$ cat src/rtl/load_store_unit_if.sv
// Data-memory bus between the load/store unit (master) and a word-wide,
// byte-enabled data memory (slave).
interface load_store_unit_if #(
  parameter int Width = 32
);
  logic             mem_req;
  logic             mem_we;
  logic [Width-3:0] mem_addr;
  logic [3:0]       mem_be;
  logic [Width-1:0] mem_wdata;
  logic             mem_gnt;
  logic             mem_rvalid;
  logic [Width-1:0] mem_rdata;

  modport master (
    output mem_req, mem_we, mem_addr, mem_be, mem_wdata,
    input  mem_gnt, mem_rvalid, mem_rdata
  );

  modport slave (
    input  mem_req, mem_we, mem_addr, mem_be, mem_wdata,
    output mem_gnt, mem_rvalid, mem_rdata
  );
endinterface

$ cat src/rtl/load_store_unit.sv
// Load/store unit: turns core load/store requests into req/gnt/rvalid beats
// on a word-wide byte-enabled memory, splitting word-crossing accesses into
// two beats and merging/extending load data.
//
// Optional build macro MISALIGN_TRAP_EN: when defined, any access that is
// not naturally aligned is rejected with err instead of being split.
//
// state | meaning
// IDLE  | waiting for MemRead/MemWrite
// REQ0  | first beat requested, waiting for mem_gnt (or rejected request)
// WAIT0 | first read beat granted, waiting for mem_rvalid
// REQ1  | second beat of a split access requested, waiting for mem_gnt
// WAIT1 | second read beat granted, waiting for mem_rvalid
// DONE  | one-cycle completion, done/err/R_Data valid
module load_store_unit #(
  parameter int Width         = 32,
  parameter int TimeoutCycles = 255
) (
  input  logic                      clk,
  input  logic                      reset,
  input  logic                      MemRead,
  input  logic                      MemWrite,
  input  logic [2:0]                Mode,
  input  logic [Width-1:0]          Address,
  input  logic [Width-1:0]          W_Data,
  output logic [Width-1:0]          R_Data,
  output logic                      busy,
  output logic                      done,
  output logic                      err,
  load_store_unit_if.master         mem
);

  typedef enum logic [2:0] {
    IDLE  = 3'd0,
    REQ0  = 3'd1,
    WAIT0 = 3'd2,
    REQ1  = 3'd3,
    WAIT1 = 3'd4,
    DONE  = 3'd5
  } state_t;

  // Per-beat timeout counter counts down from TimeoutCycles-1 to zero.
  localparam int CntW = (TimeoutCycles > 1) ? $clog2(TimeoutCycles) : 1;
  localparam logic [CntW-1:0] CntLoad = CntW'((TimeoutCycles > 0) ? TimeoutCycles - 1 : 0);

  state_t           state;
  logic [CntW-1:0]  cnt;
  logic             timeout_hit;

  logic             is_wr_q;
  logic             reject_q;
  logic             split_q;
  logic [2:0]       mode_q;
  logic [1:0]       off_q;
  logic [Width-3:0] addr1_q;
  logic [3:0]       be1_q;
  logic [Width-1:0] wdata1_q;
  logic [Width-1:0] rdata0_q;

  logic             req_q;
  logic             we_q;
  logic [Width-3:0] addr_q;
  logic [3:0]       be_q;
  logic [Width-1:0] wdata_q;

  logic [1:0]         off_d;
  logic [3:0]         mask_d;
  logic [7:0]         be_wide_d;
  logic [2*Width-1:0] wd_wide_d;
  logic               illegal_d;
  logic               reject_d;
  logic               split_d;

  assign mem.mem_req   = req_q;
  assign mem.mem_we    = we_q;
  assign mem.mem_addr  = addr_q;
  assign mem.mem_be    = be_q;
  assign mem.mem_wdata = wdata_q;

  assign timeout_hit = (TimeoutCycles != 0) && (cnt == '0);

  // Shift a 64-bit {high word, low word} pair down to the access offset and
  // sign/zero-extend the selected bytes.
  function automatic logic [Width-1:0] extend_load(
    input logic [2*Width-1:0] pair,
    input logic [1:0]         off,
    input logic [2:0]         mode
  );
    logic [Width-1:0] sh;
    logic [Width-1:0] res;
    sh = Width'(pair >> {off, 3'b000});
    case (mode)
      3'b000:  res = {{(Width-8){sh[7]}}, sh[7:0]};
      3'b001:  res = {{(Width-16){sh[15]}}, sh[15:0]};
      3'b011:  res = {{(Width-8){1'b0}}, sh[7:0]};
      3'b100:  res = {{(Width-16){1'b0}}, sh[15:0]};
      default: res = sh;
    endcase
    return res;
  endfunction

  // Decode the incoming request: size mask, lane-shifted enables/data for
  // both potential beats, and whether the request must be rejected.
  always_comb begin
    off_d = Address[1:0];
    case (Mode)
      3'b000, 3'b011, 3'b101: mask_d = 4'b0001;
      3'b001, 3'b100, 3'b110: mask_d = 4'b0011;
      default:                mask_d = 4'b1111;
    endcase
    be_wide_d = {4'b0000, mask_d} << off_d;
    wd_wide_d = {{Width{1'b0}}, W_Data} << {off_d, 3'b000};
    split_d   = |be_wide_d[7:4];
    illegal_d = MemWrite ? (Mode <= 3'd4) : (Mode >= 3'd5);
`ifdef MISALIGN_TRAP_EN
    reject_d  = illegal_d
              | ((mask_d == 4'b0011) && off_d[0])
              | ((mask_d == 4'b1111) && (off_d != 2'b00));
`else
    reject_d  = illegal_d;
`endif
  end

  // Main controller: sequences beats and registers every output.
  always_ff @(posedge clk) begin
    if (reset) begin
      state    <= IDLE;
      cnt      <= '0;
      is_wr_q  <= 1'b0;
      reject_q <= 1'b0;
      split_q  <= 1'b0;
      mode_q   <= '0;
      off_q    <= '0;
      addr1_q  <= '0;
      be1_q    <= '0;
      wdata1_q <= '0;
      rdata0_q <= '0;
      req_q    <= 1'b0;
      we_q     <= 1'b0;
      addr_q   <= '0;
      be_q     <= '0;
      wdata_q  <= '0;
      R_Data   <= '0;
      busy     <= 1'b0;
      done     <= 1'b0;
      err      <= 1'b0;
    end else begin
      done <= 1'b0;
      case (state)
        IDLE: begin
          err <= 1'b0;
          if (MemRead || MemWrite) begin
            busy     <= 1'b1;
            is_wr_q  <= MemWrite;
            reject_q <= reject_d;
            split_q  <= split_d;
            mode_q   <= Mode;
            off_q    <= off_d;
            addr1_q  <= Address[Width-1:2] + 1'b1;
            be1_q    <= be_wide_d[7:4];
            wdata1_q <= wd_wide_d[2*Width-1:Width];
            req_q    <= !reject_d;
            we_q     <= MemWrite;
            addr_q   <= Address[Width-1:2];
            be_q     <= be_wide_d[3:0];
            wdata_q  <= wd_wide_d[Width-1:0];
            cnt      <= CntLoad;
            state    <= REQ0;
          end
        end
        REQ0: begin
          if (reject_q) begin
            err   <= 1'b1;
            done  <= 1'b1;
            state <= DONE;
          end else if (mem.mem_gnt) begin
            if (is_wr_q && split_q) begin
              addr_q  <= addr1_q;
              be_q    <= be1_q;
              wdata_q <= wdata1_q;
              cnt     <= CntLoad;
              state   <= REQ1;
            end else if (is_wr_q) begin
              req_q <= 1'b0;
              done  <= 1'b1;
              state <= DONE;
            end else begin
              req_q <= 1'b0;
              state <= WAIT0;
            end
          end else if (timeout_hit) begin
            req_q <= 1'b0;
            err   <= 1'b1;
            done  <= 1'b1;
            state <= DONE;
          end else begin
            cnt <= cnt - 1'b1;
          end
        end
        WAIT0: begin
          if (mem.mem_rvalid) begin
            rdata0_q <= mem.mem_rdata;
            if (split_q) begin
              req_q   <= 1'b1;
              addr_q  <= addr1_q;
              be_q    <= be1_q;
              wdata_q <= wdata1_q;
              cnt     <= CntLoad;
              state   <= REQ1;
            end else begin
              R_Data <= extend_load({{Width{1'b0}}, mem.mem_rdata}, off_q, mode_q);
              done   <= 1'b1;
              state  <= DONE;
            end
          end else if (timeout_hit) begin
            err   <= 1'b1;
            done  <= 1'b1;
            state <= DONE;
          end else begin
            cnt <= cnt - 1'b1;
          end
        end
        REQ1: begin
          if (mem.mem_gnt) begin
            req_q <= 1'b0;
            if (is_wr_q) begin
              done  <= 1'b1;
              state <= DONE;
            end else begin
              state <= WAIT1;
            end
          end else if (timeout_hit) begin
            req_q <= 1'b0;
            err   <= 1'b1;
            done  <= 1'b1;
            state <= DONE;
          end else begin
            cnt <= cnt - 1'b1;
          end
        end
        WAIT1: begin
          if (mem.mem_rvalid) begin
            R_Data <= extend_load({mem.mem_rdata, rdata0_q}, off_q, mode_q);
            done   <= 1'b1;
            state  <= DONE;
          end else if (timeout_hit) begin
            err   <= 1'b1;
            done  <= 1'b1;
            state <= DONE;
          end else begin
            cnt <= cnt - 1'b1;
          end
        end
        DONE: begin
          busy  <= 1'b0;
          err   <= 1'b0;
          state <= IDLE;
        end
        default: begin
          req_q <= 1'b0;
          busy  <= 1'b0;
          err   <= 1'b0;
          state <= IDLE;
        end
      endcase
    end
  end

endmodule

$ cat src/flat_wrapper.sv
// flat-port wrapper written by rule: the top's interface ports become plain ports
module load_store_unit_flat 
#(
  parameter int Width         = 32,
  parameter int TimeoutCycles = 255
)
  (clk, reset, MemRead, MemWrite, Mode, Address, W_Data, R_Data, busy, done, err, mem_mem_req, mem_mem_we, mem_mem_addr, mem_mem_be, mem_mem_wdata, mem_mem_gnt, mem_mem_rvalid, mem_mem_rdata);
  load_store_unit_if #(.Width(Width)) mem_i ();
  input  logic clk;
  input  logic reset;
  input  logic MemRead;
  input  logic MemWrite;
  input  logic [2:0] Mode;
  input  logic [Width-1:0] Address;
  input  logic [Width-1:0] W_Data;
  output logic [Width-1:0] R_Data;
  output logic busy;
  output logic done;
  output logic err;
  output wire logic [$bits(mem_i.mem_req)-1:0] mem_mem_req;
  output wire logic [$bits(mem_i.mem_we)-1:0] mem_mem_we;
  output wire logic [$bits(mem_i.mem_addr)-1:0] mem_mem_addr;
  output wire logic [$bits(mem_i.mem_be)-1:0] mem_mem_be;
  output wire logic [$bits(mem_i.mem_wdata)-1:0] mem_mem_wdata;
  input wire logic [$bits(mem_i.mem_gnt)-1:0] mem_mem_gnt;
  input wire logic [$bits(mem_i.mem_rvalid)-1:0] mem_mem_rvalid;
  input wire logic [$bits(mem_i.mem_rdata)-1:0] mem_mem_rdata;
  assign mem_mem_req = mem_i.mem_req;
  assign mem_mem_we = mem_i.mem_we;
  assign mem_mem_addr = mem_i.mem_addr;
  assign mem_mem_be = mem_i.mem_be;
  assign mem_mem_wdata = mem_i.mem_wdata;
  assign mem_i.mem_gnt = mem_mem_gnt;
  assign mem_i.mem_rvalid = mem_mem_rvalid;
  assign mem_i.mem_rdata = mem_mem_rdata;
  load_store_unit #(.Width(Width), .TimeoutCycles(TimeoutCycles)) u_core (.clk(clk), .reset(reset), .MemRead(MemRead), .MemWrite(MemWrite), .Mode(Mode), .Address(Address), .W_Data(W_Data), .R_Data(R_Data), .busy(busy), .done(done), .err(err), .mem(mem_i));
endmodule
$ cat config.mk
export PLATFORM = sky130hd
export DESIGN_NAME = load_store_unit_flat
export DESIGN_NICKNAME = d
export VERILOG_FILES = /design/src/rtl/load_store_unit_if.sv /design/src/rtl/load_store_unit.sv /design/src/flat_wrapper.sv
export SDC_FILE = /design/constraint.sdc
export NUM_CORES = 1
export LEC_CHECK = 0
export ABC_AREA = 1
export CORE_UTILIZATION = 45
export CTS_CLUSTER_DIAMETER = 30
export DETAILED_ROUTE_END_ITERATION = 12
export MAX_ROUTING_LAYER = met4
export PLACE_DENSITY = 0.7
export RECOVER_POWER = 50
export SYNTH_ARGS = -nofsm -noshare
export SYNTH_HDL_FRONTEND = slang
export SYNTH_SLANG_ARGS = --single-unit
$ cat constraint.sdc
create_clock -name clk -period 2.3 [get_ports clk]
set_input_delay 0.23 -clock clk [delete_from_list [all_inputs] [get_ports clk]]
set_output_delay 0.23 -clock clk [all_outputs]
set_load 0.005 [all_outputs]
Word level (Yosys, flattened, before mapping)
Cells that the tools add are included.

Bits in registers: 219. Output and inout bits: 103.

Add/sub/neg operators: 2. $lt $le $gt $ge: 2. Eq/ne operators: 27. Shift-type cells: 4. Multiplexer cells: 77. Bitwise gates (word level): 2. Reductions and logical operators: 23.

Operators by type and width (number): $mux W32 (9); $pmux W32 S4 (2); $mux W30 (6); $pmux W32 S3 (1); $pmux W30 S3 (1); $mux W8 (9); $pmux W32 S2 (1); $shl A32 B5 Y64 (1); $shr A64 B5 Y32 (1); $pmux W8 S5 (1); $shr A32 B5 Y32 (1); $add A30 B1 Y30 const B (1); $mux W3 (10); $mux W1 (24); $mux W4 (6); $eq A3 B3 Y1 const B (6); $ne A2 B2 Y1 const B (8); $pmux W3 S5 (1); $reduce_and A7 Y1 (2); $eq A3 B2 Y1 const B (4); $pmux W4 S3 (1); $eq A3 B1 Y1 const B (3); $logic_not A3 Y1 (3); $logic_not A8 Y1 (1); 25 further kinds (34).

Logic depth before layout (Yosys ltp)
Gate-level depths: netlist of run 1.

Depth in word-level cells: 6. Mapped depth: 13. Depth with buffers taken out: 11.

Worst setup path after synthesis of run 1
OpenSTA, ideal clock, no wires.

Kind: flip-flop to flip-flop. From: reg u_core.cnt[0]. To: reg u_core.cnt[0]. Setup time: 0.114 ns. Arrival time: 1.521 ns. Data required time: 2.186 ns. Path slack: 0.664 ns. Cell stages (with the launch flop): 9. Cell sequence: dfxtp_1 inv_1 ha_1 nand3_1 nor3_1 inv_1 nand3_1 xor2_1 nor2_1.

Longest elaborated chain between the ends: 5. Elaborated cells between the ends (all ways): 9. Classes of those cells: add/sub (1); mux (7); reduce/logical (1).

Ends and longest elaborated chain: from (decl) (line load_store_unit.sv:47) `logic [CntW-1:0] cnt;`; from (signal assigned) (line load_store_unit.sv:167) `cnt <= CntLoad;`; from (signal assigned) (line load_store_unit.sv:181) `cnt <= CntLoad;`; from (signal assigned) (line load_store_unit.sv:197) `cnt <= cnt - 1'b1;`; $sub A8 B1 Y8 / $logic_not A8 Y1 (equally long branches); $mux W8 (*); $mux W8 (line load_store_unit.sv:176) `end else if (mem.mem_gnt) begin`; $mux W8 (line load_store_unit.sv:172) `if (reject_q) begin`; $pmux W8 S5 (*) (line load_store_unit.sv:149) `case (state)`.

Every way passes the cells marked *; elsewhere a longest branch is shown, timed or not. The select of a mux whose other input is x is not followed. A chain may end at the register's enable or synchronous reset.

Worst setup path in the final report of run 1
From: reg u_core.state[2]. To: reg u_core.wdata_q[8], in the netlist u_core.mem.mem_wdata[8].

Longest elaborated chain between the ends: 3. Elaborated cells between the ends (all ways): 12. Classes of those cells: eq/ne (8); mux (1); reduce/logical (3).

Ends and longest elaborated chain: from (decl) (line load_store_unit.sv:46) `state_t state;`; from (signal assigned) (line load_store_unit.sv:127) `state <= IDLE;`; from (signal assigned) (line load_store_unit.sv:168) `state <= REQ0;`; from (signal assigned) (line load_store_unit.sv:175) `state <= DONE;`; $eq A3 B1 Y1, or another cell as far along (line load_store_unit.sv:149); $ne A2 B1 Y1 (no source line), or another cell as far along; $reduce_and A7 Y1 (no source line); to (signal assigned) (line load_store_unit.sv:166) `wdata_q <= wd_wide_d[Width-1:0];`; to (signal assigned) (line load_store_unit.sv:180) `wdata_q <= wdata1_q;`; to (signal assigned) (line load_store_unit.sv:207) `wdata_q <= wdata1_q;`; to (decl) (line load_store_unit.sv:64) `logic [Width-1:0] wdata_q;`.

Several ways; a longest one is shown, not always the timed one.

==> flow_summary.ini, run 1 <==
[yosys]
synth_edf_count = 0
ys_types = 34
ys_warn_count = 0
ys_ff_latch = 210
ys_dominant_reg_cell = dfxtp_1
async_reset_ff_share_pct = 0
syn_avg_cell_area_um2 = 6.31
netlist_area_um2 = 11900
synth_nets = 1988
netlist_instances = 1880
seq_area_frac_synth_pct = 35.4

[drt]
totalWireLength_um = 39000
vias = 13300
postRouteAntennaNets = 0
viasPerCell = 5.45
routedWlPerCell_um = 15.9
route.detailed.drc = 0
drtIter0Drc = 1264
dr.pass1.iters = 5

[timing]
setup_ws_ns = 0.206
finalSetupViolCount = 0
tightest_slew_ns = 0.724
fin_hold_ws_ns = 0.176
max_freq_mhz = 478
tns_ns = 0
min_period_ns = 2.09
finClkSkew_ns = 0.0198
slew_headroom_pct = 51.7
hold_viol_final = 0
final_max_slew_viol_count = 0
post-route-period-util_pct = 91.0
rsz0062_at_grt = no

[finish]
drive_gt1_share_pct = 8.23
final_nets = 2180
area_delta_synth_final_pct = 35.9
layout.cells.non_filler = 2450

[min_path]
hp-class = primary input to flop

[clocking]
cts_tree = built
cts_buffers = 50
cts-hold-fix-buffers = 0
cts-resized-gates = 0
postCtsSetupBuffers = 0
htree_levels = 2
clk_pin_slew_ns = 0.05
cts.sinks = 210
cts.path.max_buffers = 3
clock_latency_ns = 0.54
cts_root_buf = clkbuf_16

[global_route]
grt_max_degree = 75
grt_pass1_vias = 12500
antenna_found_initial = 2
globalRouteOverflowTotal = 0
grt_pass1_wl_um = 62200
grt_use_total_pct = 29.7

[critical_path]
cp-end-kind = flop
required_ns = 2.77
cp_max_fo = 8
crit_arrival_ns = 2.57
setup.worst_path.class = flop to flop
cpMostUsedCell = nand2_1
path_cells = inv_2 > nand2_1 > nand2_2 > nor2_1 > inv_1 > buf_4 > o21ai_0 > nand2_1 > a21oi_1
crit_path_start_kind = flop
max_stage_delay_ns = 0.47
slowest_stage = dfxtp_1

[place]
dp.cells = 2355
gp_congestion = 0.976
port_buffers = 207
hpwl_um = 26700
pre_cts_ws_ns = 0.195

[run_status]
status = finished clean

[floorplan]
die_w_um = 164
die_h_um = 164
io_pins = 208
core_area_um2 = 26000
rows = 59
initial_core_util_pct = 45.7
dieArea_um2 = 27000

[pwr]
leakagePower_nw = 7.45
power_density_nw_per_um2 = 1370
ir_worst_vdd_mv = 0.918

[job]
maxCapViolCount = 0
==> metal layers <==
metal / part of all wire, % / vias to the layer above / global-route usage, %
met5: 0 / - / -
met4: 2.8 / 0 / 10.7
met3: 7.7 / 84 / 5.30
met2: 47 / 513 / 48.8
met1: 43 / 6148 / 36.3
li1: - / 6600 / -
==> through the flow <==
step	power (mW)	utilization [%]	instance area, um2
6_report	22.1	62.0	16100
5_1_grt	23.7	62.0	16100
4_1_cts	22.5	62.1	16100
3_5_place_dp	15.1	55.3	14400
3_3_place_gp	14.9	55.3	14400
2_1_floorplan	11.6	-	11900
==> state kept, by name, indices dropped and copies added, names as in the netlist, 3 cells and up <==
name,flops
u_core.rdata0_q,32
u_core.cnt,8
u_core.addr1_q,30
u_core.mem.mem_wdata,32
u_core.R_Data,32
u_core.mem.mem_addr,30
u_core.wdata1_q,24
u_core.mode_q,3
u_core.be1_q,3
u_core.state,3
u_core.mem.mem_be,4
==> report_power, final <==
group          total (mW)  switching [mW]  internal (mW)
Combinational        9.50            5.94           3.56
Sequential           5.34           0.627           4.71
Clock                7.31            2.32           5.00
Total                22.1            8.88           13.3
==> kinds of logic after synthesis <==
logic type,synth area share (%)
simple gates,31.4
compound gates,20.4
buf+inv,10.3
flops,35.4
mux,1.35
xor+xnor,0.665
fa+ha+maj,0.316
==> critical path, delay by kind of cell (launching register included) <==
family                 cells  cell delay (ns)
buffers and inverters      3             0.42
AOI/OAI and AO/OA          2             0.46
and+or+nand+nor            4             0.67
DFF                        1             0.47
==> synth_stat cells (4+ instances only) <==
cell type | n | share of area [%]
a31oi_1 | 15 | 0.79
nor2_1 | 185 | 5.9
buf_2 | 30 | 1.3
o211ai_1 | 46 | 2.9
a21oi_1 | 89 | 3.8
o21ai_0 | 238 | 10
buf_1 | 4 | 0.13
nand2_1 | 484 | 15
o31ai_1 | 8 | 0.51
mux2i_1 | 16 | 1.4
inv_1 | 180 | 5.7
nand3_1 | 177 | 7.5
clkbuf_1 | 81 | 2.6
nor3_1 | 27 | 1.1
inv_2 | 8 | 0.25
o221a_2 | 8 | 0.76
xor2_1 | 8 | 0.59
a2bb2oi_1 | 8 | 0.59
o21a_1 | 13 | 0.82
or2_2 | 8 | 0.42
nand4_1 | 13 | 0.69
dfxtp_1 | 210 | 35
==> cells in the final DEF, fill, tap and decap left out, drive strengths merged, types with 16 or more instances in the layout <==
cell and count:
nor3 28, o211ai 46, clkbuf 66, nor2 189, dfxtp 210, clkdlybuf4s50 102
mux2i 16, inv 195, nand3 177, o21ai 238, nand2 487, a21oi 89
dlygate4sd3 103, buf 48
==> cell type report <==
class | count | area (um2)
Antenna cell | 2 | 5.00
Clock buffer | 59 | 1350
Clock inverter | 34 | 422
Fill cell | 2431 | 9870
Inverter | 190 | 714
Multi-Input combinational cell | 1360 | 6440
Sequential cell | 210 | 4210
Tap cell | 335 | 419
Timing Repair Buffer | 260 | 2570
==> path summary, 6_finish.rpt <==
path,endpoint,start,cells past startpoint,slack [ns]
setup / recovery,u_core.mem.mem_wdata[8],u_core.state[2],9,0.21
hold / removal,u_core.be1_q[2],Address[0],3,0.18
setup reg to reg,u_core.mem.mem_wdata[8],u_core.state[2],9,0.21
hold reg to reg,u_core.mem.mem_wdata[30],u_core.mem.mem_wdata[30],2,0.46
(Power assumes the default switching activity.)
==> inputs of run 2 (changes only) <==
--- a/config.mk
+++ b/config.mk
@@ -12,6 +12,7 @@
 export MAX_ROUTING_LAYER = met4
 export PLACE_DENSITY = 0.7
 export RECOVER_POWER = 50
+export SLEW_MARGIN = 10
 export SYNTH_ARGS = -nofsm -noshare
 export SYNTH_HDL_FRONTEND = slang
 export SYNTH_SLANG_ARGS = --single-unit
==> results of run 2 <==
Final layout, timing and power as in run 1 (identical DEF).
